**config.mk**
```make
export PLATFORM = sky130hd
export DESIGN_NAME = decoder_strobe_ctrl
export DESIGN_NICKNAME = d
export VERILOG_FILES = /design/src/rtl/decoder_strobe_ctrl.sv
export SDC_FILE = /design/constraint.sdc
export NUM_CORES = 1
export LEC_CHECK = 0
export BUFFER_PORTS_ARGS = -buffer_cell sky130_fd_sc_hd__buf_2
export CAP_MARGIN = 10
export CORE_AREA = 2 2 44 46
export CTS_CLUSTER_DIAMETER = 200
export DETAILED_ROUTE_END_ITERATION = 8
export DIE_AREA = 0 0 46 48
export SYNTH_ARGS = -nofsm -noshare
export SYNTH_HDL_FRONTEND = slang
export SYNTH_SLANG_ARGS = --single-unit
```
**constraint.sdc**
```tcl
create_clock -name clk -period 2.7 [get_ports clk]
set_clock_uncertainty 0.1 [all_clocks]
set_input_delay 0.27 -clock clk [delete_from_list [all_inputs] [get_ports clk]]
set_output_delay 0.27 -clock clk [all_outputs]
set_load 0.05 [all_outputs]
```
**src/rtl/decoder_strobe_ctrl.sv**
```systemverilog
// ---------------------------------------------------------------------------
// decoder_strobe_ctrl
//
// Upstream sequencer for a 2-to-4 address decoder. It accepts a line number
// over a valid/ready handshake, drives address1/address0 for one SETUP cycle
// with enable low, raises enable for STROBE_CYCLES cycles, and then keeps
// enable low with the address held for GAP_CYCLES cycles. That hold covers
// the decoder's settling time. Strobes never overlap, and at least one low
// cycle always separates two strobes.
//
// Optional feature (compile-time macro DECODER_SCAN_EN):
//   When defined, a scan_start pulse in IDLE strobes lines 0..3 in order and
//   pulses done once at the end of line 3. When undefined, scan_start is
//   ignored and scan_busy is tied low.
//
// Parameters
//   STROBE_CYCLES  cycles enable is high per strobe (>= 1)
//   GAP_CYCLES     cycles enable is low after a strobe, address held (>= 0)
//   CNT_W          cycle counter width; 2**CNT_W > max(STROBE, GAP)
//
// Ports
//   clk         rising-edge clock
//   reset_n     synchronous reset, active low
//   req_valid   request present
//   req_ready   controller accepts a request this cycle (IDLE only)
//   req_addr    requested line; bit0 -> address0, bit1 -> address1
//   scan_start  one-cycle pulse that starts an auto-scan (scan builds only)
//   scan_busy   auto-scan in progress
//   address0    decoder address bit 0
//   address1    decoder address bit 1
//   enable      decoder enable
//   done        one-cycle pulse in the final cycle of a request or a scan
//
// All outputs are registered.
// ---------------------------------------------------------------------------
module decoder_strobe_ctrl #(
  parameter int STROBE_CYCLES = 4,
  parameter int GAP_CYCLES    = 1,
  parameter int CNT_W         = 4
) (
  input  logic       clk,
  input  logic       reset_n,
  input  logic       req_valid,
  output logic       req_ready,
  input  logic [1:0] req_addr,
  input  logic       scan_start,
  output logic       scan_busy,
  output logic       address0,
  output logic       address1,
  output logic       enable,
  output logic       done
);

  typedef enum logic [1:0] {
    IDLE   = 2'd0,
    SETUP  = 2'd1,
    STROBE = 2'd2,
    GAP    = 2'd3
  } state_t;

  // Counter reload values. When GAP_CYCLES is 0 the GAP state is never
  // entered, so its reload value is clamped to 0 to keep the constant legal.
  localparam logic [CNT_W-1:0] STROBE_LOAD = CNT_W'(STROBE_CYCLES - 1);
  localparam logic [CNT_W-1:0] GAP_LOAD    = CNT_W'((GAP_CYCLES > 0) ? GAP_CYCLES - 1 : 0);
  localparam logic             HAS_GAP     = (GAP_CYCLES > 0);

  state_t           state, state_n;
  logic [CNT_W-1:0] cnt, cnt_n;
  logic [1:0]       addr_q, addr_n;
  logic             scan_q, scan_n;
  logic             last_line;    // current sequence is the final one
  logic             last_line_n;  // same, evaluated on the next-state values
  logic             seq_end;      // last cycle of the STROBE/GAP tail
  logic             done_n;

  assign address0 = addr_q[0];
  assign address1 = addr_q[1];

`ifdef DECODER_SCAN_EN
  // During a scan, addr_q doubles as the line counter.
  assign last_line   = !scan_q || (addr_q == 2'd3);
  assign last_line_n = !scan_n || (addr_n == 2'd3);
  assign scan_busy   = scan_q;
`else
  // No scan logic. The input is kept referenced only to make its
  // deliberate non-use explicit.
  logic unused_scan_start;
  assign unused_scan_start = scan_start;
  assign last_line   = 1'b1;
  assign last_line_n = 1'b1;
  assign scan_busy   = 1'b0;
`endif

  // -------------------------------------------------------------------------
  // Next-state logic
  // -------------------------------------------------------------------------
  // NOTE: every signal assigned in this block gets a default first. A path
  // that leaves a signal unassigned would otherwise infer a latch.
  always_comb begin
    state_n = state;
    cnt_n   = cnt;
    addr_n  = addr_q;
    scan_n  = scan_q;
    seq_end = 1'b0;

    case (state)
      IDLE: begin
        // A request has priority over a scan start in the same cycle.
        if (req_valid && req_ready) begin
          state_n = SETUP;
          addr_n  = req_addr;
        end
`ifdef DECODER_SCAN_EN
        else if (scan_start && req_ready) begin
          state_n = SETUP;
          addr_n  = 2'd0;
          scan_n  = 1'b1;
        end
`endif
      end

      SETUP: begin
        state_n = STROBE;
        cnt_n   = STROBE_LOAD;
      end

      STROBE: begin
        if (cnt == '0) begin
          if (HAS_GAP) begin
            state_n = GAP;
            cnt_n   = GAP_LOAD;
          end else begin
            seq_end = 1'b1;
          end
        end else begin
          cnt_n = cnt - 1'b1;
        end
      end

      GAP: begin
        if (cnt == '0) seq_end = 1'b1;
        else           cnt_n   = cnt - 1'b1;
      end

      default: state_n = IDLE;
    endcase

    // End of one line's tail. Either return to IDLE or move to the next
    // scan line. The new address is only driven in SETUP, where enable is low.
    if (seq_end) begin
      if (last_line) begin
        state_n = IDLE;
        scan_n  = 1'b0;
      end else begin
        state_n = SETUP;
        addr_n  = addr_q + 2'd1;
      end
    end
  end

  // done is registered and marks the final cycle of the whole sequence: the
  // last GAP cycle, or the last STROBE cycle when there is no GAP.
  always_comb begin
    done_n = 1'b0;
    if (last_line_n && (cnt_n == '0)) begin
      if (HAS_GAP) done_n = (state_n == GAP);
      else         done_n = (state_n == STROBE);
    end
  end

  // -------------------------------------------------------------------------
  // State and output registers
  // -------------------------------------------------------------------------
  // NOTE: sequential state uses non-blocking assignments so that every flop
  // samples the pre-edge values, whatever the statement order.
  always_ff @(posedge clk) begin
    // NOTE: the reset is synchronous. It is checked inside the clocked block
    // and is not in the sensitivity list.
    if (!reset_n) begin
      state     <= IDLE;
      cnt       <= '0;
      addr_q    <= 2'd0;
      scan_q    <= 1'b0;
      enable    <= 1'b0;
      req_ready <= 1'b0;
      done      <= 1'b0;
    end else begin
      state     <= state_n;
      cnt       <= cnt_n;
      addr_q    <= addr_n;
      scan_q    <= scan_n;
      enable    <= (state_n == STROBE);
      req_ready <= (state_n == IDLE);
      done      <= done_n;
    end
  end

endmodule

```
==> metrics.csv <==
stage;metric;value;unit
global_routing;total congestion overflow;0;
floorplan;Starting Density;34.4;%
global_routing;largest net degree at the start of global routing;14;
global_routing;vias in the first global route;351;
floorplan;IO Pins;12;
timing;unrepaired setup endpoints after global routing;no;
clock_network;CTS resizes;0;
placed_design;Port Buffer Count;9;
synthesis;synthesized flop and latch total;11;
layout;final instance area;638;sq um
floorplan;Die W;46;um
floorplan;die area;2210;sq um
timing;Final Max Tran Viols;0;
timing;Final Critical Period;2270;ps
global_routing;met3 usage;3.40;%
setup_path;CP Data Required Time;2800;ps
synthesis;Syn Std Cell Area;582;sq um
layout;most frequent cells in the layout;dfxtp_1 (11), buf_2 (9), nor2b_1 (5);
worst_hold_path;Worst Hold Class;in -> reg;
synthesis;net count after synthesis;72;
clock_network;Post-CTS Hold Buffers;0;
global_routing;overall routing resource usage;9.50;%
synthesis;top-area cell type share of the netlist area;37.8;%
synthesis;Area contributors post-synth;dfxtp_1 (38%), nor2b_1 (5.4%), mux2i_1 (5.2%);
job;max_cap viols;0;
global_routing;GRT met1 Usage;12.2;%
setup_path;CP arrival;2360;ps
layout;most common cell after layout, fill and taps aside;dfxtp_1;
global_routing;GRT met2 Usage;13.9;%
synthesis;Ys Warns;0;
setup_path;Crit Path Max Fanout;8;
drt;antenna-violating nets left;0;
floorplan;Site Rows;15;
clock_network;TritonCTS clock tree;built;
drt;drt via density;4.89;
clock_network;Post CTS Setup Buffer Count;0;
clock_network;Clock H-tree levels;1;
clock_network;TritonCTS Buffers;3;
layout;synth-to-layout area growth;9.68;%
clock_network;Worst-Skew Late Latency;270;ps
synthesis;Synth cell types;28;
power_and_ir_drop;peak supply drop;0.000369;V
timing;final hold vios;0;
placed_design;placed inst area;612;sq um
drt;drt wl/cell;10.2;um
timing;Max Clock Freq;441;MHz
timing;final worst-path cycle share;84.0;%
layout;# diodes;0;
outcome;run status;complete, no violations;
synthesis;sequential fraction of the synthesis area;37.8;%
drt;DR vias;435;
drt;Starting DRT DRC Count;11;
clock_network;Clock transition at path regs;70;ps
timing;Final TNS setup;0;ps
clock_network;deepest clock path buffer count;2;
placed_design;Detail Placement HPWL;679;um
layout;share of cells above drive strength 1;23.6;%
placed_design;RD Place Congestion;0.640;
drt;drt drc;0;
clock_network;CTS Sinks;11;
synthesis;Syn Inst Count;64;
drt;aggregate routed wire length;909;um
synthesis;syn_area_per_cell;9.09;sq um
global_routing;grt peak-use layer;met2;
power_and_ir_drop;PwrDens;722;nW/um^2
layout;layout net count;81;
timing;Setup Viol. Count Final;0;
global_routing;initial antenna violation count;0;
clock_network;clk root buf;clkbuf_4;
floorplan;Die Y;48;um
setup_path;Crit. End Element;register;
floorplan;core area;1690;sq um
setup_path;startpoint types;register;
drt;DRT Pass-1 Iters;4;
power_and_ir_drop;Leak;0.273;nW
synthesis;Yosys top cell by area;dfxtp_1;
setup_path;kind of critical path;reg -> reg;
global_routing;first-pass GRT wire length;1460;um
-- cells by family after synthesis --
kind of cell	after synthesis	share of synthesized area, %
other cells	1	0.645
fa+ha+maj	2	4.30
flops	11	37.8
compound gates	15	17.2
buf+inv	9	8.81
mux	4	7.10
simple gates	22	24.1
-- critical path, cell delays in order, from the launching register on --
cell and delay [ps]:
dfxtp_1 330, inv_1 90, ha_1 260, nor3b_4 380, inv_1 80, ha_1 270, and2_2 130, o21ai_0 100
a211o_1 310, nor3b_2 150
-- through the flow --
step	setup slack (ps)	power [mW]	util, %	hold WS (ps)	cells
3_5_place_dp	434	0.357	36.2	413	85
4_1_cts	411	0.467	37.8	157	89
3_3_place_gp	465	0.354	36.2	396	85
6_report	432	0.461	37.8	160	89
5_1_grt	273	0.496	37.8	198	89
2_1_floorplan	666	0.334	-	336	64
-- state kept, by name (all words and copies together) (netlist names) --
signal,cells
state,2
addr_q,2
req_ready,1
done,1
enable,1
cnt,4
-- Yosys cell counts, drive strengths merged --
| cell | n |
|---|---|
| o31ai | 1 |
| inv | 4 |
| nand2 | 4 |
| nor2b | 5 |
| nand3 | 3 |
| nor3b | 3 |
| dfxtp | 11 |
| buf | 4 |
| a211o | 1 |
| a21oi | 3 |
| mux2i | 3 |
| o21ai | 5 |
| nor3 | 2 |
| a21boi | 2 |
| conb | 1 |
| ha | 2 |
| and2 | 1 |
| mux2 | 1 |
| o311a | 1 |
| a22oi | 2 |
| nor2 | 4 |
| clkbuf | 1 |
-- power by group --
group,internal (mW),total [mW],leakage [nW],switching [mW]
combinational,0.0615,0.151,0.168,0.0892
clock,0.0572,0.109,0.0150,0.0519
sequential,0.180,0.201,0.0898,0.0212
total,0.299,0.461,0.273,0.162
-- area by class of cell --
type                       count  area, sq um
inverter                       4         15.0
sequential                    11          220
multi-input combinational     44          310
fill                         179         1050
clock buffer                   4         26.3
tap                           17         21.3
timing repair buffer           9         45.0
-- per-layer routing --
layer	part of all wire, %	up-vias
li1	-	234
met1	47	190
met2	47	9
met3	4.7	2
met4	1.5	0
met5	0	-
-- path summary, 6_finish.rpt --
check	startpoint	endpoint	slack [ps]	depth (start not counted)
worst max register to register	cnt[0]	done	430	9
worst min register to register	addr_q[1]	addr_q[1]	420	2
worst min-delay path	req_addr[1]	addr_q[1]	160	3
worst max-delay path	cnt[0]	done	430	9
No activity file was read; power rests on OpenSTA's default activity.
